==> src/rtl/hamm_dec_pipe.sv <==
// hamm_dec_pipe: two-stage SEC-DED decoder for 6-bit data in a 16-bit codeword.
// Ports: clk, rst (sync, high), in_valid/in_ready/in[15:0] codeword stream,
//   out_valid/out_ready/out[5:0] data stream, err_corr/err_uncorr/err_pos status,
//   cnt_clr/cnt_corr/cnt_uncorr error statistics.
// Build macro HAMM_DEC_STATS_EN: when defined, the saturating counters exist;
//   otherwise cnt_corr/cnt_uncorr are tied to 0 and cnt_clr is ignored.
module hamm_dec_pipe #(
   parameter int CNT_W = 8
) (
   input  logic             clk,
   input  logic             rst,
   input  logic             in_valid,
   output logic             in_ready,
   input  logic [15:0]      in,
   output logic             out_valid,
   input  logic             out_ready,
   output logic [5:0]       out,
   output logic             err_corr,
   output logic             err_uncorr,
   output logic [3:0]       err_pos,
   input  logic             cnt_clr,
   output logic [CNT_W-1:0] cnt_corr,
   output logic [CNT_W-1:0] cnt_uncorr
);

   logic        s2_adv;
   logic        s1_valid;
   logic [10:0] s1_cw;
   logic [3:0]  s1_syn;
   logic        s1_par;
   logic [3:0]  syn;
   logic        par;

   logic [10:0] fix;
   logic [5:0]  d_nxt;
   logic        c_nxt;
   logic        u_nxt;
   logic [3:0]  p_nxt;

   // Padding bits carry no information.
   logic unused_pad;
   assign unused_pad = ^in[15:11];

   assign s2_adv   = !out_valid || out_ready;
   assign in_ready = !rst && (!s1_valid || s2_adv);

   always_comb begin
      syn = '0;
      for (int i = 1; i <= 10; i++) begin
         if (in[i]) syn = syn ^ 4'(i);
      end
   end

   assign par = ^in[10:0];

   always_ff @(posedge clk) begin
      if (rst) begin
         s1_valid <= 1'b0;
         s1_cw    <= '0;
         s1_syn   <= '0;
         s1_par   <= 1'b0;
      end else if (in_ready) begin
         s1_valid <= in_valid;
         if (in_valid) begin
            s1_cw  <= in[10:0];
            s1_syn <= syn;
            s1_par <= par;
         end
      end
   end

   // Odd parity with s=0 means only p0 flipped; flipping bit 0 leaves data intact.
   always_comb begin
      fix   = s1_cw;
      c_nxt = 1'b0;
      u_nxt = 1'b0;
      p_nxt = '0;
      unique case (1'b1)
         (!s1_par && s1_syn == 4'd0): begin
         end
         (s1_par && s1_syn <= 4'd10): begin
            c_nxt = 1'b1;
            p_nxt = s1_syn;
            fix   = s1_cw ^ (11'd1 << s1_syn);
         end
         default: begin
            u_nxt = 1'b1;
         end
      endcase
      d_nxt = {fix[10], fix[9], fix[7], fix[6], fix[5], fix[3]};
   end

   always_ff @(posedge clk) begin
      if (rst) begin
         out_valid  <= 1'b0;
         out        <= '0;
         err_corr   <= 1'b0;
         err_uncorr <= 1'b0;
         err_pos    <= '0;
      end else if (s2_adv) begin
         out_valid  <= s1_valid;
         out        <= d_nxt;
         err_corr   <= c_nxt;
         err_uncorr <= u_nxt;
         err_pos    <= p_nxt;
      end
   end

`ifdef HAMM_DEC_STATS_EN
   logic ohs;
   assign ohs = out_valid && out_ready;

   always_ff @(posedge clk) begin
      if (rst || cnt_clr) begin
         cnt_corr   <= '0;
         cnt_uncorr <= '0;
      end else if (ohs) begin
         if (err_corr && cnt_corr != '1)
            cnt_corr <= cnt_corr + CNT_W'(1);
         if (err_uncorr && cnt_uncorr != '1)
            cnt_uncorr <= cnt_uncorr + CNT_W'(1);
      end
   end
`else
   logic unused_clr;
   assign unused_clr = cnt_clr;
   assign cnt_corr   = '0;
   assign cnt_uncorr = '0;
`endif

endmodule
==> config.mk <==
export PLATFORM = sky130hd
export DESIGN_NAME = hamm_dec_pipe
export DESIGN_NICKNAME = d
export VERILOG_FILES = /design/src/rtl/hamm_dec_pipe.sv
export SDC_FILE = /design/constraint.sdc
export NUM_CORES = 1
export LEC_CHECK = 0
export ABC_CLOCK_PERIOD_IN_PS = 4580
export CAP_MARGIN = 0
export CORE_ASPECT_RATIO = 1.5
export CORE_UTILIZATION = 25
export DETAILED_ROUTE_END_ITERATION = 8
export PLACE_DENSITY = 0.5
export SYNTH_ARGS = -nofsm -noshare
export SYNTH_HDL_FRONTEND = slang
export SYNTH_SLANG_ARGS = --single-unit
==> constraint.sdc <==
create_clock -name clk -period 4.58 [get_ports clk]
set_clock_uncertainty 0.05 [all_clocks]
set_input_delay 1.374 -clock clk [delete_from_list [all_inputs] [get_ports clk]]
set_output_delay 1.374 -clock clk [all_outputs]
set_load 0.05 [all_outputs]
==> impl_metrics.tcl <==
set metrics [dict create \
    antenna-diode-count 0 \
    finalCriticalPeriod_ns 3.68 \
    rsz0062_at_grt "no" \
    io_pins 51 \
    yosys_warnings 0 \
    start_kind "input port" \
    crit_type "in -> out" \
    coreArea_um2 5120 \
    fin_setup_tns_ns 0 \
    total_power_w 0.000564 \
    clockRootBuffer "clkbuf_8" \
    fin_crit_sh_pct 80.4 \
    cts_max_path_buffers 2 \
    hold_class "reg -> reg" \
    p_leak_nw 0.622 \
    synth_seq_area_share_pct 37.7 \
    p_per_area_nw_per_um2 339 \
    hold_buffers 0 \
    drtPass1Iterations 2 \
    post_cts_resized 0 \
    internal_power_w 0.000368 \
    worst_skew_pair.late_latency_ns 0.27 \
    path_clk_slew_ns 0.08 \
    worst_slew_pin_slew_ns 0.848 \
    cts.sinks 25 \
    cp-end-kind "output pin" \
    place_hpwl_mm 1.88 \
    wl_per_cell_um 9.88 \
    antenna_left 0 \
    setup_viol 0 \
    h-tree-depth 1 \
    cts_setup_buffers 0 \
    portBuffers 28 \
    crit_required_ns 3.16 \
    syn2layout_area_growth_pct 25.0 \
    grt_max_degree 27 \
    combinationalPowerShare_pct 30.9 \
    antenna_found_initial 0 \
    irDropWorstVdd_v 0.0000950 \
    grt_pass1_vias 928 \
    crit_arrival_ns 2.26 \
    hold_viol_final 0 \
    p_sw_w 0.000195 \
    ys_types 30 \
    routed_wl_mm 2.46 \
    max_freq_mhz 272 \
    clkPwrFrac_pct 23.5 \
    grt_util_all_layers_pct 10.1 \
    syn_inst 155 \
    syn_area_um2 1330 \
    cts_tree "yes" \
    die_h_um 91.3 \
    status "completed" \
    grt_pass1_wl_mm 4.26 \
    max_slew_margin_pct 43.5 \
    drive_gt1_share_pct 4.42 \
    drc 0 \
    die_area_um2 5620 \
    num_rows 32 \
    max-cap-violations 0 \
    slew_violations 0 \
    ys_ff_latch 25 \
    cp_max_fo 2 \
    fp.dieW_um 61.5 \
    swShare_pct 34.7 \
    finalNetCount 203 \
    vias_per_cell 4.14 \
    seq_power_share_pct 45.5 \
    drtIter0Drc 10 \
    vias 1032 \
    place.gp.congestion 0.685 \
    cts_inserted_buffers 3 \
    grt_overflow_total 0 \
    postSynthAreaPerCell_um2 8.57 \
    start_util_pct 25.9 \
]
worst max-delay path, cell delays in order:
cell	delay, ns
clkdlybuf4s50_1	0.47
nor2b_1	0.06
a21oi_1	0.14
buf_4	0.21
cell usage after synthesis:
| library cell | count | area, um2 |
|---|---|---|
| a211oi_1 | 1 | 7.51 |
| a21boi_1 | 1 | 7.51 |
| a21o_1 | 2 | 15.0 |
| a21oi_1 | 8 | 40.0 |
| a21oi_2 | 1 | 8.76 |
| a311oi_1 | 5 | 43.8 |
| a31oi_1 | 1 | 6.26 |
| buf_2 | 1 | 5.00 |
| buf_4 | 16 | 120 |
| clkbuf_1 | 6 | 22.5 |
| conb_1 | 1 | 3.75 |
| dfxtp_1 | 25 | 500 |
| inv_1 | 1 | 3.75 |
| mux2i_1 | 3 | 30.0 |
| nand2_1 | 14 | 52.6 |
| nand2b_1 | 14 | 87.6 |
| nand3_1 | 3 | 15.0 |
| nand3b_1 | 2 | 15.0 |
| nor2_1 | 12 | 45.0 |
| nor2b_1 | 1 | 6.26 |
| nor3_1 | 1 | 5.00 |
| nor3b_1 | 1 | 7.51 |
| nor4b_1 | 1 | 8.76 |
| o21ai_0 | 6 | 30.0 |
| o21ai_1 | 7 | 35.0 |
| or3_1 | 5 | 31.3 |
| xnor2_1 | 9 | 78.8 |
| xnor2_2 | 1 | 16.3 |
| xnor3_1 | 2 | 45.0 |
| xor2_1 | 4 | 35.0 |
layout by cell type, fill, tap and decap left out, drive strengths merged, types with 2 or more instances in the layout:
| master | count |
|---|---|
| o21ai | 13 |
| a21oi | 9 |
| xor2 | 4 |
| or3 | 5 |
| a21o | 2 |
| buf | 3 |
| a311oi | 5 |
| dfxtp | 25 |
| nand3b | 2 |
| clkbuf | 4 |
| nand3 | 3 |
| xnor2 | 10 |
| nor2 | 12 |
| nand2b | 14 |
| nand2 | 14 |
| xnor3 | 2 |
| mux2i | 3 |
| clkdlybuf4s50 | 27 |
| conb | 16 |
registers in the layout, indices dropped and copies added, names as in the netlist:
name        flops
s1_cw           6
s1_syn          4
s1_valid        1
out_valid       1
err_pos         4
err_uncorr      1
out             6
s1_par          1
err_corr        1
power groups by stage:
stage	registers (W)	logic, W	clock network, W
3_3_place_gp	0.000262	0.000175	0
5_1_grt	0.000262	0.000189	0.000142
4_1_cts	0.000257	0.000176	0.000136
3_5_place_dp	0.000262	0.000176	0
6_report	0.000257	0.000174	0.000133
2_1_floorplan	0.000287	0.000114	0
kinds of logic (layout without fill, tap and decap cells):
kind of cell,after synthesis,in the layout,synth area share [%]
simple gates,54,54,20.6
mux,3,3,2.26
flops,25,25,37.7
buf+inv,24,35,11.4
compound gates,32,32,14.6
xor+xnor,16,16,13.2
other cells,1,16,0.282
per-stage QoR:
stage	hold slack, ns	setup WS, ns	util, %	area [um2]	instances
finish	0.402	0.897	32.4	1660	249
global route	0.426	0.838	32.4	1660	249
CTS	0.409	0.883	32.4	1660	249
detailed placement	0.396	0.889	31.5	1620	245
global placement	0.392	0.904	31.5	1620	245
floorplan	0.397	0.487	-	1390	170
layer usage:
layer  part of all wire, %  track usage (%)
met1                    43             12.5
met2                    51             16.1
met3                   3.7            0.855
met4                   2.8             6.11
met5                     0                0
layout make-up:
cell class	count	area [um2]
clock buffer	4	45.0
fill	585	3460
inverter	1	3.75
multi-input combinational	121	733
sequential	25	500
tap	68	85.1
timing repair buffer	30	293
worst paths after layout:
| path | slack [ns] | end | depth (start not counted) | startpoint |
|---|---|---|---|---|
| hold reg to reg | 0.40 | err_corr | 2 | err_corr |
| setup / recovery | 0.90 | in_ready | 4 | out_ready |
| setup reg to reg | 2.86 | s1_par | 5 | out_valid |
| hold / removal | 0.40 | err_corr | 2 | err_corr |
Power figures use the tool's default switching activity.
